$ cat config.mk
export PLATFORM = sky130hd
export DESIGN_NAME = pll_mdrp_master
export DESIGN_NICKNAME = d
export VERILOG_FILES = /design/src/rtl/pll_mdrp_pkg.sv /design/src/rtl/pll_mdrp_master_sync2.sv /design/src/rtl/pll_mdrp_master.sv
export SDC_FILE = /design/constraint.sdc
export NUM_CORES = 1
export LEC_CHECK = 0
export BUFFER_PORTS_ARGS = -buffer_cell sky130_fd_sc_hd__buf_2
export CORE_ASPECT_RATIO = 0.6
export CORE_MARGIN = 2
export CORE_UTILIZATION = 30
export DETAILED_ROUTE_END_ITERATION = 10
export PLACE_DENSITY = 0.63
export REMOVE_ABC_BUFFERS = 1
export SLEW_MARGIN = 25
export SYNTH_ARGS = -nofsm -noshare
export SYNTH_HDL_FRONTEND = slang
export SYNTH_SLANG_ARGS = --single-unit
$ cat constraint.sdc
create_clock -name clk -period 1.95 [get_ports clk]
set_clock_uncertainty 0.2 [all_clocks]
set_input_delay 0.0975 -clock clk [delete_from_list [all_inputs] [get_ports clk]]
set_output_delay 0.0975 -clock clk [all_outputs]
set_load 0.02 [all_outputs]
$ cat src/rtl/pll_mdrp_pkg.sv
// Shared definitions for the PLL MDRP initiator.
// Opcodes, FSM states and standard PLL register addresses.
package pll_mdrp_pkg;

    localparam logic [1:0] OPC_NOP  = 2'b00;
    localparam logic [1:0] OPC_WR   = 2'b01;
    localparam logic [1:0] OPC_RD   = 2'b10;
    localparam logic [1:0] OPC_ADDR = 2'b11;

    localparam logic [7:0] REG_IDIV  = 8'h00;
    localparam logic [7:0] REG_FBDIV = 8'h01;
    localparam logic [7:0] REG_ODIV0 = 8'h02;
    localparam logic [7:0] REG_MDIV  = 8'h03;

    typedef enum logic [2:0] {
        S_IDLE,
        S_ADDR,
        S_DATA,
        S_RDCAP,
        S_RST_PLL,
        S_WAIT_LOCK,
        S_FIN
    } state_e;

    // Opcode driven during the data phase of a transaction.
    function automatic logic [1:0] data_opc(input logic is_wr);
        return is_wr ? OPC_WR : OPC_RD;
    endfunction

endpackage

$ cat src/rtl/pll_mdrp_master_sync2.sv
// Two-flop synchronizer for the asynchronous PLL lock.
// Cleared by the synchronous reset so a stale lock never leaks.
module pll_mdrp_master_sync2 (
    input  logic clk,
    input  logic reset,
    input  logic d,
    output logic q
);

    logic s1_q, s1_d;
    logic s2_q, s2_d;

    // Next values of the two synchronizer stages.
    always_comb begin
        s1_d = d;
        s2_d = s1_q;
    end

    // Synchronizer stages.
    always_ff @(posedge clk) begin
        if (reset) begin
            s1_q <= 1'b0;
            s2_q <= 1'b0;
        end else begin
            s1_q <= s1_d;
            s2_q <= s2_d;
        end
    end

    assign q = s2_q;

endmodule

$ cat src/rtl/pll_mdrp_master.sv
// PLL MDRP initiator: address/data cycles on MDCLK,
// optional PLL reset pulse and lock wait after a write.
module pll_mdrp_master
    import pll_mdrp_pkg::*;
#(
    parameter int MDCLK_DIV    = 4,
    parameter int LOCK_TIMEOUT = 65535,
    parameter int RST_CYCLES   = 16
) (
    input  logic       clk,
    input  logic       reset,
    input  logic       req,
    input  logic       we,
    input  logic       relock,
    input  logic [7:0] addr,
    input  logic [7:0] wdata,
    output logic       busy,
    output logic       done,
    output logic [7:0] rdata,
    output logic       timeout,
    output logic       mdclk,
    output logic [1:0] mdopc,
    output logic       mdainc,
    output logic [7:0] mdwdi,
    input  logic [7:0] mdrdo,
    output logic       pll_reset,
    input  logic       pll_lock
);

    localparam int DW = (MDCLK_DIV > 1) ? $clog2(MDCLK_DIV) : 1;
    localparam int TW = $clog2(LOCK_TIMEOUT + 1);
    localparam int RW = (RST_CYCLES > 1) ? $clog2(RST_CYCLES) : 1;

    state_e        state_q, state_d;
    logic [DW-1:0] div_q, div_d;
    logic          mdclk_q, mdclk_d;
    logic          we_q, we_d;
    logic          relock_q, relock_d;
    logic [7:0]    addr_q, addr_d;
    logic [7:0]    wdata_q, wdata_d;
    logic [7:0]    rdata_q, rdata_d;
    logic          timeout_q, timeout_d;
    logic [RW-1:0] rcnt_q, rcnt_d;
    logic [TW-1:0] tcnt_q, tcnt_d;

    logic lock_s;
    logic tick;
    logic rise;
    logic fall;
    logic accept;
    logic md_act;

    pll_mdrp_master_sync2 u_lock_sync (
        .clk   (clk),
        .reset (reset),
        .d     (pll_lock),
        .q     (lock_s)
    );

    assign tick   = (div_q == DW'(MDCLK_DIV - 1));
    assign rise   = tick & ~mdclk_q;
    assign fall   = tick & mdclk_q;
    assign accept = req & ~busy;
    assign md_act = (state_q == S_ADDR) || (state_q == S_DATA)
                 || (state_q == S_RDCAP);

    // State and datapath registers.
    always_ff @(posedge clk) begin
        if (reset) begin
            state_q   <= S_IDLE;
            div_q     <= '0;
            mdclk_q   <= 1'b0;
            we_q      <= 1'b0;
            relock_q  <= 1'b0;
            addr_q    <= '0;
            wdata_q   <= '0;
            rdata_q   <= '0;
            timeout_q <= 1'b0;
            rcnt_q    <= '0;
            tcnt_q    <= '0;
        end else begin
            state_q   <= state_d;
            div_q     <= div_d;
            mdclk_q   <= mdclk_d;
            we_q      <= we_d;
            relock_q  <= relock_d;
            addr_q    <= addr_d;
            wdata_q   <= wdata_d;
            rdata_q   <= rdata_d;
            timeout_q <= timeout_d;
            rcnt_q    <= rcnt_d;
            tcnt_q    <= tcnt_d;
        end
    end

    // Next state, MDCLK divider, request latch and phase counters.
    always_comb begin
        state_d   = state_q;
        div_d     = '0;
        mdclk_d   = 1'b0;
        we_d      = we_q;
        relock_d  = relock_q;
        addr_d    = addr_q;
        wdata_d   = wdata_q;
        rdata_d   = rdata_q;
        timeout_d = timeout_q;
        rcnt_d    = '0;
        tcnt_d    = '0;

        if (md_act) begin
            div_d   = tick ? '0 : div_q + DW'(1);
            mdclk_d = tick ? ~mdclk_q : mdclk_q;
        end

        unique case (state_q)
            S_IDLE, S_FIN: begin
                state_d = S_IDLE;
                if (accept) begin
                    we_d      = we;
                    relock_d  = relock;
                    addr_d    = addr;
                    wdata_d   = wdata;
                    timeout_d = 1'b0;
                    state_d   = S_ADDR;
                end
            end
            S_ADDR: begin
                if (fall) state_d = S_DATA;
            end
            S_DATA: begin
                if (fall) begin
                    if (!we_q)         state_d = S_RDCAP;
                    else if (relock_q) state_d = S_RST_PLL;
                    else               state_d = S_FIN;
                end
            end
            S_RDCAP: begin
                if (rise) rdata_d = mdrdo;
                if (fall) state_d = S_FIN;
            end
            S_RST_PLL: begin
                if (rcnt_q == RW'(RST_CYCLES - 1)) state_d = S_WAIT_LOCK;
                else rcnt_d = rcnt_q + RW'(1);
            end
            S_WAIT_LOCK: begin
                if (lock_s) begin
                    state_d = S_FIN;
                end else if (tcnt_q == TW'(LOCK_TIMEOUT - 1)) begin
                    timeout_d = 1'b1;
                    state_d   = S_FIN;
                end else begin
                    tcnt_d = tcnt_q + TW'(1);
                end
            end
            default: state_d = S_IDLE;
        endcase
    end

    // Port outputs decoded from the current state.
    always_comb begin
        busy      = 1'b0;
        done      = 1'b0;
        mdopc     = OPC_NOP;
        mdwdi     = '0;
        pll_reset = 1'b0;
        unique case (state_q)
            S_ADDR: begin
                busy  = 1'b1;
                mdopc = OPC_ADDR;
                mdwdi = addr_q;
            end
            S_DATA: begin
                busy  = 1'b1;
                mdopc = data_opc(we_q);
                mdwdi = we_q ? wdata_q : 8'h00;
            end
            S_RDCAP:     busy = 1'b1;
            S_RST_PLL: begin
                busy      = 1'b1;
                pll_reset = 1'b1;
            end
            S_WAIT_LOCK: busy = 1'b1;
            S_FIN:       done = 1'b1;
            default:     busy = 1'b0;
        endcase
    end

    assign mdclk   = mdclk_q;
    assign mdainc  = 1'b0;
    assign rdata   = rdata_q;
    assign timeout = timeout_q;

endmodule

**After elaboration in Yosys (flattened, before gate mapping)**

Cells that the tools add are included.

- Add/subtract/negate cells: 3
- Eq/ne operators: 17
- Mux-type cells: 21
- Bitwise gates (word level): 8
- Reductions and logical operators: 14

Operators by type and width:

| operator | number |
|---|---|
| $mux 3 | 7 |
| $pmux 3 s6 | 1 |
| $add 16x1->16 const B | 1 |
| $eq 16x16->1 const B | 1 |
| $pmux 8 s2 | 1 |
| $ne 2x2->1 const B | 7 |
| $eq 3x3->1 const B | 3 |
| $mux 8 | 1 |
| $mux 1 | 7 |
| $eq 3x2->1 const B | 2 |
| $reduce_or 3->1 | 2 |
| $not 1->1 | 5 |
| $reduce_and 5->1 | 1 |
| $reduce_or 5->1 | 1 |
| $add 4x1->4 const B | 1 |
| $eq 4x4->1 const B | 1 |
| $mux 2 | 2 |
| $pmux 2 s2 | 1 |
| $reduce_and 2->1 | 2 |
| $reduce_and 4->1 | 1 |
| $reduce_or 2->1 | 2 |
| $reduce_or 4->1 | 1 |
| $and 1x1->1 | 3 |
| $eq 3x1->1 const B | 1 |
| 7 further kinds | 8 |

- Flip-flop bits (word level): 55
- Output and inout bits: 24
- Logic and storage cells: 76

**Logic depth before layout (Yosys ltp)**

Gate-level depths: netlist of the first run.

- Word-level depth: 7
- Depth in mapped cells: 7
- Gate-level depth less buffers: 7

**Hierarchy**

A second synthesis of the first run with hierarchy kept.

- Cells, all modules: 272
- Area, all modules: 2,346.0 um^2

Modules (own cells, without submodules):

| module | times used | cells each | area an instance (um^2) | seq. area each (um^2) |
|---|---|---|---|---|
| pll_mdrp_master | 1 | 268 | 2,293.4 | 1,061.0 |
| pll_mdrp_master_sync2 | 1 | 4 | 52.6 | 40.0 |

**Worst setup path before layout of the first run**

Ideal clock, no wire load.

- Path kind: register to register
- Start point: reg state_q[2]
- End point: reg state_q[0]
- Library setup time: 0.128 ns
- Arrival: 1.646 ns
- Data required time: 1.622 ns
- Setup slack: -0.024 ns
- Stages on the path, launching flop included: 6
- Path buffers: 0
- Period minus slack after synthesis: 1.974 ns
- Cell sequence: dfxtp_1 nor3b_1 a22oi_1 o211ai_1 mux2i_1 nor2_1

- Longest elaborated chain between the ends: 7
- Elaborated cells between the ends (all ways): 20

RTL lines:

| item | RTL line | source |
|---|---|---|
| start, declared | pll_mdrp_master.sv:34 | `state_e state_q, state_d;` |
| start signal, assigned | pll_mdrp_master.sv:82 | `state_q <= state_d;` |
| $eq 3x1->1 (tied with other cells) | pll_mdrp_master.sv:115, pll_mdrp_master.sv:166 |  |
| $reduce_or 5->1 (no source line) | -- |  |
| $mux 1 | pll_mdrp_master.sv:166 | `unique case (state_q)` |
| $not 1->1 | pll_mdrp_master.sv:63 | `assign accept = req & ~busy;` |
| $and 1x1->1 | pll_mdrp_master.sv:63 |  |
| $mux 1 | pll_mdrp_master.sv:118 | `if (accept) begin` |
| $pmux 3 s6 | pll_mdrp_master.sv:115 | `unique case (state_q)` |

Several ways; a longest one is shown, not always the timed one.
A chain may end at the register's enable or synchronous reset.

**Worst setup path in the final report of the first run**

- Start point: reg tcnt_q[0]
- End point: reg tcnt_q[14]

- Longest elaborated chain between the ends: 2
- Elaborated cells between the ends (all ways): 3

RTL lines:

| item | RTL line | source |
|---|---|---|
| start, declared | pll_mdrp_master.sv:44 | `logic [TW-1:0] tcnt_q, tcnt_d;` |
| start signal, assigned | pll_mdrp_master.sv:92 | `tcnt_q <= tcnt_d;` |
| branches (longest 2 deep; another with $add 16x1->16) | -- |  |

Several ways; the timed one is not identified.

==> results of run 1 <==
## cell families (layout without fill, tap and decap cells)
kind of cell	Yosys count	count (layout)	synth area share
other cells	1	1	0.00158
simple gates	101	101	0.223
flops	55	55	0.463
mux	27	27	0.114
xor+xnor	16	16	0.0590
compound gates	24	24	0.0769
fa+ha+maj	4	4	0.0211
buf+inv	18	105	0.0416
## sequential cells by signal, indices dropped and copies added, names as in the netlist
register / cells
tcnt_q: 16
addr_q: 8
rdata: 8
wdata_q: 8
rcnt_q: 4
state_q: 3
div_q: 2
mdclk: 1
relock_q: 1
timeout: 1
u_lock_sync.q: 1
u_lock_sync.s1_q: 1
we_q: 1
## power breakdown
part | internal [mW] | switching [mW] | leakage, nW
Sequential | 1.24 | 0.107 | 0.448
Combinational | 0.509 | 0.504 | 0.910
Clock | 0.547 | 0.384 | 0.0761
## placed cells by master (no fill, tap or decap), drive strengths merged, types with 2 or more instances in the layout
| master | count |
|---|---|
| buf | 66 |
| dfxtp | 55 |
| nor2 | 51 |
| dlygate4sd3 | 28 |
| mux2i | 27 |
| xor2 | 12 |
| a22o | 8 |
| nand2 | 8 |
| nand3 | 8 |
| clkbuf | 7 |
| nor2b | 6 |
| a21oi | 5 |
| xnor2 | 4 |
| ha | 4 |
| and2 | 4 |
| inv | 3 |
| nand4 | 3 |
| and3 | 3 |
| nor3 | 2 |
| or2 | 2 |
| and4 | 2 |
| o21ba | 2 |
| o21ai | 2 |
| o211ai | 2 |
## metrics by stage
stage | instances | hold WS [ns] | instance area, sq um | utilization | setup TNS [ns]
CTS | 439 | 0.0677 | 3250 | 0.417 | 0
global route | 441 | 0.119 | 3280 | 0.421 | 0
floorplan | 231 | -0.0309 | 2290 | - | -17.56
global placement | 402 | 0.127 | 2790 | 0.358 | 0
finish | 441 | 0.0603 | 3280 | 0.421 | 0
detailed placement | 402 | 0.138 | 2790 | 0.358 | 0
## layout make-up
cell class / instances / area, sq um
clock buffers: 7 / 153
well taps: 108 / 135
clock inverters: 1 / 7.51
multi-input cells: 173 / 1200
inverters: 3 / 11.3
repair buffers: 94 / 667
flip-flops and latches: 55 / 1110
fillers: 762 / 4510
## cells in the mapped netlist (2+ instances only)
library cell	number
dfxtp_1	55
nor2b_1	6
and2_1	2
nand4_1	3
and3_1	2
o211ai_1	2
a22o_1	8
xor2_1	12
and4_4	2
clkbuf_1	6
buf_2	3
nand3_1	7
nand2_1	8
buf_4	2
mux2i_1	27
o21ba_2	2
a21oi_1	5
nor2_2	3
or2_2	2
xnor2_1	4
ha_1	4
nor3_1	2
nor2_1	48
o21ai_0	2
inv_1	3
## worst max path at each step
stage                 end  cells after the start
6_report       tcnt_q[14]                      6
3_5_place_dp    addr_q[4]                      5
2_1_floorplan   addr_q[0]                      4
3_3_place_gp   tcnt_q[14]                      6
5_1_grt        tcnt_q[14]                      6
4_1_cts          mdwdi[4]                      5
## layer usage
metal  vias to the layer above  GRT usage  share of wire  routed length (microns)
met5                         -          0              0                        0
met4                         0     0.0119         0.0012                        6
met3                         2     0.0344          0.036                      185
met2                        30      0.195           0.43                     2250
met1                       884      0.163           0.53                     2720
li1                       1007          -              -                        -
## worst max-delay path: cells and delay by family, from the launching register on
family	cells	cell delay, ns
adders and majority gates	1	0.18
DFF	1	0.34
AOI/OAI and AO/OA	2	0.68
buffers and inverters	1	0.05
and+or+nand+nor	2	0.33
## timing repair
action	CTS	global route
pin swaps	0	3
cloned	1	0
endpoints found under the hold margin	28	0
resized for setup	5	6
hold buffers	28	0
setup endpoints to repair	9	11
buffers inserted	0	3
==> impl_metrics.toml, run 1 <==
[global_routing]
track_usage = 0.119
overflow = 0
grt_pass1_wl_microns = 8370
antenna_found_initial = 0
grt_max_degree = 21
grt_pass1_vias = 1802

[floorplan]
ioPinCount = 54
rows = 25
die_area_sq_um = 8670
initial_core_util = 0.305
core_sq_um = 7790
die_h_microns = 72.9
chipWidth_microns = 119

[routing]
ant_nets = 0
drc = 0
drt_wl_total_microns = 5160
via_count = 1923
drt_pre_antenna_iters = 4
drt_iter0_drc = 52
viasPerCell = 4.36
wl_per_cell_microns = 11.7

[setup_path]
crit_fanout = 16
r2r-start = "tcnt_q[0]"
reg2reg_depth = 6
r2r-end = "tcnt_q[14]"
crit_type = "register to register"
startpoint_type = "register"
cpMaxStageDelayCell = "a311o_2"
cp_cell_sequence = "inv_1 -> ha_1 -> and2_0 -> and4_4 -> a311o_2 -> a21oi_1"
worstPathRequired_ns = 1.96
crit_arrival_ns = 1.85
slowest_delay_ns = 0.52
crit_start = "tcnt_q[0]"
cp-end-kind = "register"
reg2reg_slack_ns = 0.11

[place]
pre_cts_ws_ns = 0.108
io_buffer_count = 52
hpwl_microns = 3420
place_congestion = 0.731

[sta]
hold_viol = 0
post-route-min-period_ns = 1.84
slew_violations = 0
rsz0062_at_grt = "no"
min_period_over_period = 0.944
postLayoutSetupSlackWorst_ns = 0.109
fmax_ghz = 0.543
finalSetupViolCount = 0

[finish]
n_antenna_cell = 0
syn_to_final_growth_pct = 38.1
drive_gt1_frac = 0.279
final_nets = 366

[logic_synthesis]
synth_edf_count = 0
synth-seq-area-share = 0.463
synth.distinct_cells = 51
synth_top_cell_by_area = "dfxtp_1"
syn-cell-area_sq_um = 2380
netlist.area_leader.share = 0.463
yosysWarningCount = 0
synthCells = 246
synthArstFlopShare = 0
netlist_top_cells_area = "dfxtp_1 46%, mux2i_1 11%, nor2_1 7.6%"
synthFlopType = "dfxtp_1"
synth-seq-cells = 55
syn_avg_cell_area_sq_um = 9.66

[power]
leakage_nw = 1.43
max-vdd-ir-drop_mv = 0.439
power.total_mw = 3.29
p_per_area_nw_per_um2 = 1000

[cts]
insertion_delay_ns = 0.28
clock-sinks = 55
cts_buffers = 5
clock_path_buffers = 2
ctsRootBufferMaster = "clkbuf_16"
clkSlewWorstSetupHoldPaths_ns = 0.07
h-tree-depth = 2
cts_tree = "done"

[worst_hold_path]
hold_end = "state_q[0]"
min_from = "req"
whs_path_depth = 5
min_path_type = "input port to register"

[job]
maxCapViolCount = 0

[run_status]
status = "completed"
(Power assumes the default switching activity.)
==> run 2: changes to the inputs <==
- ABC_AREA: default -> 0
- PLACE_DENSITY: 0.63 -> default
- PLACE_DENSITY_LB_ADDON: default -> 0.15
==> run 2 against run 1 <==
Combinational power increased by 12%. Sequential share of layout area is 0.95 points lower. First-iteration DRC count grew 130%. Total power increased by 3.7%. Largest cell class unchanged.
==> impl_metrics.toml, run 2 (synthesis gave the netlist of run 1 again) <==
[run_status]
status = "completed"

[cts]
cts_buffers = 5
h-tree-depth = 2
ctsRootBufferMaster = "clkbuf_16"
clkSlewWorstSetupHoldPaths_ns = 0.07
insertion_delay_ns = 0.29
cts_tree = "done"
clock-sinks = 55
clock_path_buffers = 2

[finish]
layout_common_cells = "52 x dfxtp_1, 47 x nor2_1, 43 x buf_2"
fillers = 747
final_nets = 371
final_common_cell = "dfxtp_1"
n_antenna_cell = 0
drive_gt1_frac = 0.296
syn_to_final_growth_pct = 42.4
largest_reg_flops = 16
regMostFlops = "tcnt_q"

[routing]
wl_per_cell_microns = 12.0
drt_pre_antenna_iters = 4
via_count = 1948
viasPerCell = 4.37
drt_wl_total_microns = 5360
drc = 0
drt_iter0_drc = 117
ant_nets = 0

[setup_path]
crit_fanout = 6
r2r-start = "state_q[2]"
reg2reg_slack_ns = 0.11
reg2reg_depth = 6
cp-end-kind = "primary output"
startpoint_type = "register"
crit_type = "register to primary output"
r2r-end = "wdata_q[1]"
crit_arrival_ns = 1.59
worstPathRequired_ns = 1.65

[job]
maxCapViolCount = 0

[sta]
slew_violations = 0
min_period_over_period = 0.970
fmax_ghz = 0.529
hold_viol = 0
finalSetupViolCount = 0
post-route-min-period_ns = 1.89
rsz0062_at_grt = "yes"
postLayoutSetupSlackWorst_ns = 0.0590

[floorplan]
initial_core_util = 0.305
chipWidth_microns = 119
rows = 25
core_sq_um = 7790
die_area_sq_um = 8670
ioPinCount = 54
die_h_microns = 72.9

[place]
pre_cts_ws_ns = 0.118
io_buffer_count = 52
hpwl_microns = 3630
place_congestion = 0.739

[worst_hold_path]
min_from = "req"
whs_path_depth = 3
hold_end = "timeout"
min_path_type = "input port to register"

[global_routing]
track_usage = 0.129
grt_pass1_wl_microns = 8790
grt_pass1_vias = 1767
overflow = 0
antenna_found_initial = 0
grt_max_degree = 25

[power]
p_per_area_nw_per_um2 = 1010
seqPwrFrac = 0.393
max-vdd-ir-drop_mv = 0.361
power.total_mw = 3.41
power_frac_comb = 0.331
p_int_mw = 2.36
leakage_nw = 1.47
p_switching_mw = 1.05
swShare = 0.307
clkPwrFrac = 0.277
-- run 2: cell count changes in the layout (fill, tap and decap cells not counted) --
| cell | delta |
|---|---|
| a21oi_1 | -1 |
| a21oi_2 | +1 |
| buf_2 | -7 |
| buf_4 | +3 |
| buf_6 | +9 |
| dfxtp_2 | -1 |
| dfxtp_4 | +1 |
| nor2_1 | -1 |
| nor2_4 | +1 |
-- run 2: area by class of cell --
| class | instances | area (sq um) | share of cell area |
|---|---|---|---|
| Clock inverter | 1 | 7.51 | 0.00222 |
| Tap cell | 108 | 135 | 0.0399 |
| Multi-Input combinational cell | 173 | 1210 | 0.358 |
| Sequential cell | 55 | 1110 | 0.328 |
| Inverter | 3 | 11.3 | 0.00333 |
| Clock buffer | 7 | 153 | 0.0451 |
| Timing Repair Buffer | 99 | 756 | 0.223 |
-- run 2: layer usage --
| metal | up-vias | track usage | routed length (microns) |
|---|---|---|---|
| met3 | 5 | 0.0344 | 245 |
| li1 | 1020 | - | - |
| met1 | 885 | 0.192 | 2930 |
| met5 | - | 0 | 0 |
| met4 | 0 | 0.0357 | 41 |
| met2 | 38 | 0.181 | 2140 |
-- run 2: worst max-delay path, cell delays in order (launching register included) --
cell      delay (ns)
dfxtp_4         0.37
buf_6           0.13
nor4bb_4        0.33
buf_4           0.21
a22o_1          0.15
buf_6           0.12
-- run 2: power groups by stage --
| stage | sequential (mW) | clock [mW] | combinational [mW] |
|---|---|---|---|
| 6_report | 1.34 | 0.944 | 1.13 |
| 3_3_place_gp | 1.35 | 0 | 0.953 |
| 2_1_floorplan | 1.35 | 0 | 0.602 |
| 4_1_cts | 1.34 | 0.981 | 1.04 |
| 5_1_grt | 1.36 | 1.03 | 1.23 |
| 3_5_place_dp | 1.35 | 0 | 0.957 |
-- run 2: per-stage QoR --
step / instances / utilization / TNS, ns / hold slack [ns] / instance area (sq um)
after floorplan: 231 / - / -17.56 / -0.0309 / 2290
after global placement: 403 / 0.359 / 0 / 0.123 / 2800
after detailed placement: 403 / 0.359 / 0 / 0.135 / 2800
after CTS: 440 / 0.422 / -0.0492 / 0.0537 / 3290
after global routing: 446 / 0.434 / -0.283 / 0.0920 / 3380
final: 446 / 0.434 / 0 / 0.0539 / 3380
-- run 2: worst max path at each step --
stage	slack [ns]	cells after the start	startpoint	to
final	0.06	5	state_q[2]	mdwdi[0]
after global routing	-0.06	5	state_q[2]	mdwdi[0]
after CTS	-0.02	3	state_q[0]	mdopc[1]
after detailed placement	0.12	6	state_q[0]	state_q[1]
after global placement	0.11	6	state_q[0]	state_q[1]
after floorplan	-0.91	4	state_q[1]	addr_q[0]
-- run 2: repair_timing --
| action | 4_1_cts | 5_1_grt |
|---|---|---|
| hold endpoints to repair | 31 | 0 |
| cloned | 1 | 0 |
| pin swaps | 1 | 5 |
| setup buffers | 0 | 6 |
| setup endpoints to repair | 10 | 11 |
| gates resized for setup | 15 | 16 |
| hold buffers | 28 | 0 |
==> run 3: changes to the inputs <==
--- a/constraint.sdc
+++ b/constraint.sdc
@@ -4,2 +4,2 @@
 set_output_delay 0.0975 -clock clk [all_outputs]
-set_load 0.02 [all_outputs]
+set_load 0.005 [all_outputs]
==> run 3 against run 2 <==
Register-to-register slack barely moved. First-iteration DRC count fell by 38%. Fmax rose by 3.0%. Total power fell by 2.5%. Critical path type unchanged. Critical endpoint is now mdwdi[1].
==> impl_metrics.toml, run 3 (synthesis gave the netlist of run 1 again) <==
[run_status]
status = "completed"

[worst_hold_path]
min_path_type = "input port to register"

[floorplan]
core_sq_um = 7790
die_area_sq_um = 8670
ioPinCount = 54
rows = 25
die_h_microns = 72.9
initial_core_util = 0.305
chipWidth_microns = 119

[sta]
finalSetupViolCount = 0
hold_viol = 0
whs_ns = 0.0655
postLayoutSetupSlackWorst_ns = 0.114
rsz0062_at_grt = "no"
min_period_over_period = 0.941
slew_violations = 0
fmax_ghz = 0.545
post-route-min-period_ns = 1.84

[power]
seqPwrFrac = 0.405
p_per_area_nw_per_um2 = 995
p_switching_uw = 936
leakage_nw = 1.48
power_frac_comb = 0.299
max-vdd-ir-drop_mv = 0.417
p_int_mw = 2.39
clkPwrFrac = 0.296
swShare = 0.281

[finish]
fillers = 771
final_common_cell = "buf_2"
drive_gt1_frac = 0.292
syn_to_final_growth_pct = 40.7
largest_reg_flops = 16
fin_util = 0.429
n_antenna_cell = 0
multiInputGateArea_sq_um = 1210
layout_common_cells = "53 x buf_2, 52 x dfxtp_1, 47 x nor2_1"
final_nets = 373
ff_latch_area_sq_um = 1110
regMostFlops = "tcnt_q"
layoutNonFillerInstCount = 447

[cts]
clock_path_buffers = 2
cts_buffers = 5
ctsRootBufferMaster = "clkbuf_16"
clock-sinks = 55
insertion_delay_ns = 0.29
h-tree-depth = 2
cts_tree = "done"
clkSlewWorstSetupHoldPaths_ns = 0.07

[routing]
wl_per_cell_microns = 11.6
via_count = 1918
drt_pre_antenna_iters = 4
drc = 0
ant_nets = 0
viasPerCell = 4.29
drt_wl_total_microns = 5170
drt_iter0_drc = 73

[setup_path]
reg2reg_slack_ns = 0.11
crit_arrival_ns = 1.54
crit_fanout = 6
cp-end-kind = "primary output"
startpoint_type = "register"
crit_type = "register to primary output"
worstPathRequired_ns = 1.65

[global_routing]
grt_max_degree = 20
track_usage = 0.124
antenna_found_initial = 0
overflow = 0
grt_pass1_vias = 1770
grt_pass1_wl_microns = 8510

[place]
dp.cells = 402
pre_cts_ws_ns = 0.0798
hpwl_microns = 3510
io_buffer_count = 52
place_congestion = 0.731

[job]
maxCapViolCount = 0
run 3: timing repair:
action,4_1_cts,5_1_grt
endpoints found under the setup margin,10,17
setup buffers,0,9
pin swaps,0,4
hold buffers,28,0
hold endpoints to repair,27,0
gates cloned,0,1
resized for setup,3,11
run 3: routing by layer:
| layer | track usage | wire [microns] |
|---|---|---|
| met1 | 0.182 | 2870 |
| met2 | 0.175 | 2060 |
| met3 | 0.0359 | 188 |
| met4 | 0.0357 | 48 |
| met5 | 0 | 0 |
run 3: power groups by stage:
stage          Combinational [mW]  Clock (mW)  Sequential, mW
6_report                    0.994       0.983            1.35
5_1_grt                      1.10        1.07            1.37
4_1_cts                     0.890        1.02            1.35
3_5_place_dp                0.825           0            1.37
3_3_place_gp                0.821           0            1.37
2_1_floorplan               0.523           0            1.35
run 3: final cells by class:
cell class	count	area share
multi-input combinational	173	0.361
inverter	3	0.00337
clock buffer	6	0.0386
sequential	55	0.332
timing repair buffer	101	0.215
tap	108	0.0404
clock inverter	1	0.00899
run 3: worst max-delay path: stages (launching register included):
cell	delay [ns]
dfxtp_4	0.37
buf_6	0.11
nor4bb_4	0.32
buf_4	0.20
a22o_1	0.13
buf_2	0.10
run 3: path summary, 6_finish.rpt:
path,from,depth (start not counted),end
worst max register to register,tcnt_q[0],6,tcnt_q[14]
worst min-delay path,req,5,state_q[0]
worst max-delay path,state_q[1],5,mdwdi[1]
worst min register to register,div_q[0],1,div_q[0]
run 3: per-stage QoR:
stage | instance area, sq um | total power, mW | TNS, ns
6_report | 3340 | 3.33 | 0
2_1_floorplan | 2290 | 1.88 | -17.08
3_3_place_gp | 2790 | 2.19 | 0
3_5_place_dp | 2790 | 2.19 | 0
4_1_cts | 3240 | 3.26 | 0
5_1_grt | 3340 | 3.53 | 0
